## config.mk

```make
export PLATFORM = sky130hd
export DESIGN_NAME = adder_word_sequencer
export DESIGN_NICKNAME = d
export VERILOG_FILES = /design/src/rtl/adder_word_sequencer.sv
export SDC_FILE = /design/constraint.sdc
export NUM_CORES = 1
export LEC_CHECK = 0
export CAP_MARGIN = 20
export CORE_MARGIN = 1
export CORE_UTILIZATION = 35
export CTS_BUF_LIST = sky130_fd_sc_hd__clkbuf_8
export DETAILED_ROUTE_END_ITERATION = 6
export PLACE_DENSITY_LB_ADDON = 0.1
export SETUP_SLACK_MARGIN = 0.05
export SYNTH_ARGS = -nofsm -noshare
export SYNTH_HDL_FRONTEND = slang
export SYNTH_SLANG_ARGS = --single-unit
```

## constraint.sdc

```tcl
create_clock -name clk -period 1.2 [get_ports clk]
set_input_delay 0.12 -clock clk [delete_from_list [all_inputs] [get_ports clk]]
set_output_delay 0.12 -clock clk [all_outputs]
set_load 0.02 [all_outputs]
```

## src/rtl/adder_word_sequencer.sv

```systemverilog
// Streams multi-word operands through one WIDTH-bit adder slice, LSW first,
// chaining carry between words and restarting it at every operand boundary.
module adder_word_sequencer #(
  parameter int WIDTH     = 8,
  parameter int NUM_WORDS = 4,
  localparam int IDX_W    = $clog2(NUM_WORDS)
) (
  input  logic             clk,
  input  logic             rst,
  input  logic             in_valid,
  output logic             in_ready,
  input  logic [WIDTH-1:0] in_x,
  input  logic [WIDTH-1:0] in_y,
  input  logic             in_cin,
  input  logic             in_last,
  output logic [WIDTH-1:0] adder_x,
  output logic [WIDTH-1:0] adder_y,
  output logic             adder_carry_in,
  input  logic             adder_carry_output_bit,
  input  logic [WIDTH-1:0] adder_sum,
  output logic             out_valid,
  input  logic             out_ready,
  output logic [WIDTH-1:0] out_sum,
  output logic             out_carry,
  output logic             out_last,
  output logic             out_trunc,
  output logic [IDX_W-1:0] out_idx
);

  localparam logic [IDX_W-1:0] LAST_IDX = IDX_W'(NUM_WORDS - 1);

  typedef enum logic {FIRST, MID} state_t;

  state_t           state, state_nxt;
  logic [IDX_W-1:0] word_idx, word_idx_nxt;
  logic             carry_q;

  logic             vld_p0;
  logic [WIDTH-1:0] op_x_p0;
  logic [WIDTH-1:0] op_y_p0;
  logic             op_cin_p0;
  logic             op_last_p0;
  logic             op_trunc_p0;
  logic [IDX_W-1:0] op_idx_p0;

  logic accept;
  logic adv;
  logic op_end;

  // The first word of an operand takes the external carry; later words chain.
  function automatic logic sel_carry_in(input logic [IDX_W-1:0] idx,
                                        input logic cin, input logic chained);
    return (idx == '0) ? cin : chained;
  endfunction

  assign adv      = vld_p0 && (!out_valid || out_ready);
  assign in_ready = !rst && (!vld_p0 || adv);
  assign accept   = in_valid && in_ready;
  assign op_end   = op_last_p0 || op_trunc_p0;

  assign adder_x        = vld_p0 ? op_x_p0 : '0;
  assign adder_y        = vld_p0 ? op_y_p0 : '0;
  assign adder_carry_in = vld_p0 && sel_carry_in(op_idx_p0, op_cin_p0, carry_q);

  always_comb begin
    state_nxt    = state;
    word_idx_nxt = word_idx;
    if (accept) begin
      case (state)
        FIRST: begin
          if (!in_last) begin
            state_nxt    = MID;
            word_idx_nxt = word_idx + 1'b1;
          end
        end
        MID: begin
          if (in_last || word_idx == LAST_IDX) begin
            state_nxt    = FIRST;
            word_idx_nxt = '0;
          end else begin
            word_idx_nxt = word_idx + 1'b1;
          end
        end
        default: begin
          state_nxt    = FIRST;
          word_idx_nxt = '0;
        end
      endcase
    end
  end

  always_ff @(posedge clk or posedge rst) begin
    if (rst) begin
      state    <= FIRST;
      word_idx <= '0;
    end else begin
      state    <= state_nxt;
      word_idx <= word_idx_nxt;
    end
  end

  // Stage p0: registered operand word feeding the slice
  always_ff @(posedge clk or posedge rst) begin
    if (rst) begin
      vld_p0 <= 1'b0;
    end else if (accept) begin
      vld_p0 <= 1'b1;
    end else if (adv) begin
      vld_p0 <= 1'b0;
    end
  end

  always_ff @(posedge clk) begin
    if (accept) begin
      op_x_p0     <= in_x;
      op_y_p0     <= in_y;
      op_cin_p0   <= in_cin;
      op_last_p0  <= in_last;
      op_trunc_p0 <= !in_last && (word_idx == LAST_IDX);
      op_idx_p0   <= word_idx;
    end
  end

  // Stage p1: captured slice result; fields hold while the consumer stalls
  always_ff @(posedge clk or posedge rst) begin
    if (rst) begin
      out_valid <= 1'b0;
      out_sum   <= '0;
      out_carry <= 1'b0;
      out_last  <= 1'b0;
      out_trunc <= 1'b0;
      out_idx   <= '0;
      carry_q   <= 1'b0;
    end else if (adv) begin
      out_valid <= 1'b1;
      out_sum   <= adder_sum;
      out_carry <= adder_carry_output_bit;
      out_last  <= op_end;
      out_trunc <= op_trunc_p0;
      out_idx   <= op_idx_p0;
      carry_q   <= op_end ? 1'b0 : adder_carry_output_bit;
    end else if (out_valid && out_ready) begin
      out_valid <= 1'b0;
    end
  end

endmodule

```

==> flow_metrics.env, run 1 <==
export IMPL_status="complete, but fails checks"
export IMPL_failed_checks="setup timing"
export IMPL_vias_per_cell=4.513
export IMPL_rsz0062_at_grt="yes"
export IMPL_path_class="register to register"
export IMPL_dieArea_mm2=0.004685
export IMPL_ys_types=25
export IMPL_clk_latency_ns=0.28
export IMPL_syn_nets=132
export IMPL_syn_area_mm2=0.001545
export IMPL_dr_pass1_iters=4
export IMPL_tightest_slew_ns=0.2428
export IMPL_cp_start_kind="register"
export IMPL_syn2layout_area_growth_pct=62.91
export IMPL_ys_seq_area_frac=0.7158
export IMPL_finalHoldViolations=0
export IMPL_drive_gt1_frac=0.3670
export IMPL_fin_crit_sh=1.143
export IMPL_top_level_ports=63
export IMPL_core_mm2=0.004115
export IMPL_required_ns=1.21
export IMPL_numPortBuffers=62
export IMPL_grt_antenna_before_repair=0
export IMPL_crit_path_max_fanout=12
export IMPL_grt_first_pass_wirelength_mm=4.802
export IMPL_min_period_ns=1.372
export IMPL_p_per_area_mw_per_mm2=1422
export IMPL_yosys_warnings=0
export IMPL_clock_sinks=40
export IMPL_die_h_um=68.45
export IMPL_fmax_mhz=728.9
export IMPL_drtIter0Drc=35
export IMPL_gr_usage_met1=0.1709
export IMPL_hold_buffers=0
export IMPL_fin_skew_ns=0.004291
export IMPL_initial_core_util=0.3755
export IMPL_drv_cap=0
export IMPL_synth_flop_cell="edfxtp_1"
export IMPL_wl_mm=3.203
export IMPL_drtAntennaViolNets=0
export IMPL_setup_violations=54
export IMPL_grt_overflow=0
export IMPL_grt_use_met2=0.2341
export IMPL_end_kind="register"
export IMPL_ys_ff_latch=40
export IMPL_nets=219
export IMPL_placed_cell_area_mm2=0.002360
export IMPL_tritoncts="built"
export IMPL_cts_made_buffers=5
export IMPL_synth_edf_count=21
export IMPL_gp_congestion=0.6974
export IMPL_cp_arrival_ns=1.38
export IMPL_clk_pin_slew_ns=0.07
export IMPL_insertedDiodeCount=0
export IMPL_grt_max_degree=17
export IMPL_syn_area_per_cell_um2=15.45
export IMPL_final_cells=238
export IMPL_p_total_w=0.003580
export IMPL_power_leakage_nw=1.131
export IMPL_timing_slew_headroom=0.8380
export IMPL_routedWlPerCell_um=13.46
export IMPL_grt_pass1_vias=1049
export IMPL_cts_root_buf="clkbuf_8"
export IMPL_drc=0
export IMPL_drv_slew=0
export IMPL_htreeDepth=2
export IMPL_track_usage=0.1445
export IMPL_dp_hpwl_mm=2.290
export IMPL_synthArstFlopShare=0.4750
export IMPL_stdcell_area_mm2=0.002517
export IMPL_final_util=0.6117
export IMPL_synthCells=100
export IMPL_top_usage_layer="met2"
export IMPL_ir_drop_uv=895.9
export IMPL_hp_class="input port to async pin"
export IMPL_worst_slack_ns=-0.1719
export IMPL_gr_usage_met3=0.05333
export IMPL_clockBufferDepth=2
export IMPL_dpl_cell_count=224
export IMPL_vias=1074
export IMPL_die_w_um=68.45
export IMPL_rows=23
[power breakdown]
| part | leakage (nW) | switching [W] | internal, W |
|---|---|---|---|
| clock | 0.0510 | 0.000437 | 0.000458 |
| combinational | 0.657 | 0.000410 | 0.000530 |
| sequential | 0.423 | 0.000103 | 0.00164 |
[what timing repair did]
| item | CTS | global route |
|---|---|---|
| pin swaps | 3 | 2 |
| buffers inserted | 4 | 2 |
| gates resized for setup | 110 | 16 |
| gates cloned | 0 | 1 |
| endpoints found under the setup margin | 68 | 60 |
[cells in the mapped netlist (all sizes together) (2+ instances only)]
library cell	count	area [µm²]
nand2	3	11.26
mux2	13	150.1
inv	4	15.01
a21oi	2	10.01
o21ai	2	10.01
nand2b	2	15.02
clkbuf	2	7.510
buf	2	18.77
and2	17	106.4
edfxtp	21	630.6
nor2	3	11.26
dfrtp	19	475.5
[stage by stage]
step                      TNS, ns  hold WS (ns)  worst slack, ns
after detailed placement   -14.41        0.4854          -0.3751
after global placement     -15.12        0.4770          -0.3960
after CTS                  -6.950        0.1863          -0.1719
after floorplan           -0.8114      -0.02253          -0.1520
final                      -6.737        0.1941          -0.1719
after global routing       -9.843        0.2031          -0.2327
[per-layer routing]
metal	routed length (µm)	part of all wire	vias to the layer above
met1	1367	0.43	519
met3	231	0.072	5
met4	36	0.011	0
met2	1567	0.49	29
li1	-	-	521
met5	0	0	-
[path summary, 6_finish.rpt]
path | startpoint | to | slack [ns] | depth (start not counted)
worst max-delay path | vld_p0$_DFFE_PP0P_ | op_y_p0[5]$_DFFE_PP_ | -0.17 | 4
worst min-delay path | rst | word_idx[0]$_DFFE_PP0P_ | 0.19 | 3
worst max register to register | vld_p0$_DFFE_PP0P_ | op_y_p0[5]$_DFFE_PP_ | -0.17 | 4
worst min register to register | word_idx[1]$_DFFE_PP0P_ | op_idx_p0[1]$_DFFE_PP_ | 0.50 | 0
max in group asynchronous | rst | out_valid$_DFFE_PP0P_ | 0.61 | 4
min in group clk | in_x[3] | op_x_p0[3]$_DFFE_PP_ | 0.39 | 1
[sequential cells by signal, summed over array words and instances (netlist names), 2 cells and up]
signal,flops
out_sum,8
out_idx,2
word_idx,2
op_idx_p0,2
op_x_p0,8
op_y_p0,8
[critical path, cell delays in order (launching register included)]
cell and delay, ns:
dfrtp_1 0.42, nand3b_1 0.13, buf_4 0.13, and3_4 0.26, buf_12 0.16
[final cells by class]
type                    count  area [µm²]
clock buffers               6       82.58
well taps                  50       62.56
fillers                   334        1598
repair buffers             84       769.5
inverters                   4       18.77
multi-input cells          52       466.7
clock inverters             2       10.01
flip-flops and latches     40        1107
[cell usage in the layout (no fill, tap or decap), types with 2 or more instances in the layout]
master	Yosys	routed
clkbuf_8	0	6
mux2_4	1	13
and2_1	17	16
nor2_1	3	3
buf_2	0	14
clkinv_2	0	2
inv_1	4	3
dlygate4sd2_1	0	8
buf_4	1	15
clkdlybuf4s15_1	0	5
a21oi_1	2	2
nand2_1	3	2
edfxtp_1	21	21
buf_6	1	9
dfrtp_1	19	18
clkdlybuf4s50_1	0	30
buf_12	0	2
[logic make-up after synthesis]
logic type | Yosys count | share of synthesized area
DFF | 40 | 0.7158
and+or+nand+nor | 28 | 0.1061
muxes | 14 | 0.1036
AOI/OAI and AO/OA | 9 | 0.03968
buffers and inverters | 8 | 0.02672
adders and majority gates | 1 | 0.008096
Power figures use the tool's default switching activity.
==> run 2: changes to the inputs <==
--- a/config.mk
+++ b/config.mk
@@ -10,6 +10,7 @@
 export CORE_UTILIZATION = 35
 export CTS_BUF_LIST = sky130_fd_sc_hd__clkbuf_8
 export DETAILED_ROUTE_END_ITERATION = 6
+export HOLD_SLACK_MARGIN = 0.05
 export PLACE_DENSITY_LB_ADDON = 0.1
 export SETUP_SLACK_MARGIN = 0.05
 export SYNTH_ARGS = -nofsm -noshare
==> results of run 2 <==
Final layout, timing and power as in run 1 (identical DEF).
==> run 3: changes to the inputs <==
==> constraint.sdc (replaced) <==
create_clock -name clk -period 1.3 [get_ports clk]
set_input_delay 0.13 -clock clk [delete_from_list [all_inputs] [get_ports clk]]
set_output_delay 0.13 -clock clk [all_outputs]
set_load 0.02 [all_outputs]
==> run 3 against run 2 <==
  * Non-clock buffer count decreased by 2
  * Sequential power fell by 8%
  * Worst hold slack gained 0.18 ns
  * Critical path depth stayed put
  * The flow still finishes with violations (setup timing)
  * Highest routed layer unchanged
  * Power fell by 12%
==> flow_metrics.env, run 3 (synthesized netlist as in run 1, its figures left out) <==
export IMPL_p_total_w=0.003167
export IMPL_die_w_um=68.45
export IMPL_crit_path_max_fanout=14
export IMPL_hp_class="input port to async pin"
export IMPL_fmax_mhz=721.3
export IMPL_tritoncts="built"
export IMPL_drtAntennaViolNets=0
export IMPL_p_per_area_mw_per_mm2=1304
export IMPL_power_leakage_nw=1.049
export IMPL_failed_checks="setup timing"
export IMPL_drive_gt1_frac=0.3602
export IMPL_vias=1050
export IMPL_clk_pin_slew_ns=0.07
export IMPL_top_regs="op_x_p0: 8 flops, op_y_p0: 8 flops, out_sum: 8 flops"
export IMPL_dp_hpwl_mm=2.359
export IMPL_dieArea_mm2=0.004685
export IMPL_grt_antenna_before_repair=0
export IMPL_vias_per_cell=4.449
export IMPL_drc=0
export IMPL_grt_pass1_vias=1096
export IMPL_finalHoldViolations=0
export IMPL_initial_core_util=0.3755
export IMPL_drtIter0Drc=30
export IMPL_grt_overflow=0
export IMPL_path_class="register to register"
export IMPL_syn2layout_area_growth_pct=57.17
export IMPL_rsz0062_at_grt="yes"
export IMPL_hold_buffers=0
export IMPL_dr_pass1_iters=4
export IMPL_wl_mm=3.307
export IMPL_clockBufferDepth=2
export IMPL_min_period_ns=1.386
export IMPL_ir_drop_uv=540.9
export IMPL_track_usage=0.1585
export IMPL_grt_max_degree=20
export IMPL_fin_skew_ns=0.007036
export IMPL_rows=23
export IMPL_status="complete, but fails checks"
export IMPL_timing_slew_headroom=0.8313
export IMPL_fillers=345
export IMPL_setup_violations=39
export IMPL_numPortBuffers=62
export IMPL_required_ns=1.30
export IMPL_cts_root_buf="clkbuf_8"
export IMPL_nets=217
export IMPL_clock_sinks=40
export IMPL_layout_commonest_cell="clkdlybuf4s50_1"
export IMPL_die_h_um=68.45
export IMPL_tightest_slew_ns=0.2531
export IMPL_htreeDepth=2
export IMPL_routedWlPerCell_um=14.01
export IMPL_top_level_ports=63
export IMPL_cts_made_buffers=5
export IMPL_end_kind="register"
export IMPL_insertedDiodeCount=0
export IMPL_grt_first_pass_wirelength_mm=5.147
export IMPL_fin_crit_sh=1.066
export IMPL_hold_slack_ns=0.3702
export IMPL_worst_slack_ns=-0.08642
export IMPL_layout_common_cells="clkdlybuf4s50_1, edfxtp_1, and2_1, dfrtp_1, buf_4"
export IMPL_cp_arrival_ns=1.39
export IMPL_drv_slew=0
export IMPL_drv_cap=0
export IMPL_gp_congestion=0.6520
export IMPL_clk_latency_ns=0.29
export IMPL_core_mm2=0.004115
export IMPL_cp_start_kind="register"
-- run 3: changes by cell type in the layout (fill, tap and decap cells not counted), moves of 2 or more --
| cell | change |
|---|---|
| buf_4 | +2 |
| buf_6 | -6 |
| clkdlybuf4s15_1 | -5 |
| dlygate4sd2_1 | +5 |
| mux2_2 | +12 |
| mux2_4 | -12 |
-- run 3: path summary, 6_finish.rpt --
check | startpoint | end | slack, ns | depth (start not counted)
min in group clk | in_y[5] | op_y_p0[5]$_DFFE_PP_ | 0.39 | 1
worst max-delay path | vld_p0$_DFFE_PP0P_ | op_y_p0[1]$_DFFE_PP_ | -0.09 | 4
worst min-delay path | rst | vld_p0$_DFFE_PP0P_ | 0.37 | 4
worst max register to register | vld_p0$_DFFE_PP0P_ | op_y_p0[1]$_DFFE_PP_ | -0.09 | 4
max in group asynchronous | rst | out_valid$_DFFE_PP0P_ | 0.71 | 4
worst min register to register | out_sum[1]$_DFFE_PP0P_ | out_sum[1]$_DFFE_PP0P_ | 0.50 | 1
-- run 3: power by group --
part           switching (W)  internal, W  total [W]  leakage, nW
combinational       0.000369     0.000420   0.000789        0.582
sequential         0.0000848      0.00152    0.00160        0.422
clock               0.000414     0.000364   0.000778       0.0453
-- run 3: final cells by class --
class | instances | area [µm²] | area share
sequential | 40 | 1109 | 0.4565
timing repair buffer | 82 | 735.7 | 0.3029
multi-input combinational | 52 | 420.4 | 0.1731
clock buffer | 5 | 68.82 | 0.02834
tap | 50 | 62.56 | 0.02576
inverter | 4 | 18.77 | 0.007728
clock inverter | 3 | 13.76 | 0.005667
-- run 3: timing repair --
action,CTS,global route
gates resized for setup,98,3
pin swaps,4,2
setup buffers,4,2
endpoints found under the setup margin,68,55
gates cloned,0,1
-- run 3: per-stage QoR --
stage               std cells  setup WS, ns  utilization  cell area (µm²)  setup TNS (ns)
detailed placement        221       -0.2914       0.5710             2350          -11.42
floorplan                 100      -0.05199            -             1570        -0.05199
global placement          221       -0.3105       0.5710             2350          -10.50
finish                    236      -0.08642       0.5901             2429          -1.903
CTS                       233      -0.08417       0.5795             2385          -2.204
global route              236       -0.1414       0.5901             2429          -4.514
-- run 3: layer usage --
metal | wire length [µm] | global-route usage | vias up
li1 | - | - | 522
met1 | 1488 | 0.2122 | 487
met2 | 1561 | 0.2304 | 34
met3 | 185 | 0.04500 | 7
met4 | 72 | 0.08594 | 0
met5 | 0 | 0 | -
-- run 3: worst max-delay path, cell delays in order (launching register included) --
cell,delay (ns)
dfrtp_2,0.45
nand3b_1,0.14
buf_4,0.13
and3_4,0.22
buf_12,0.16
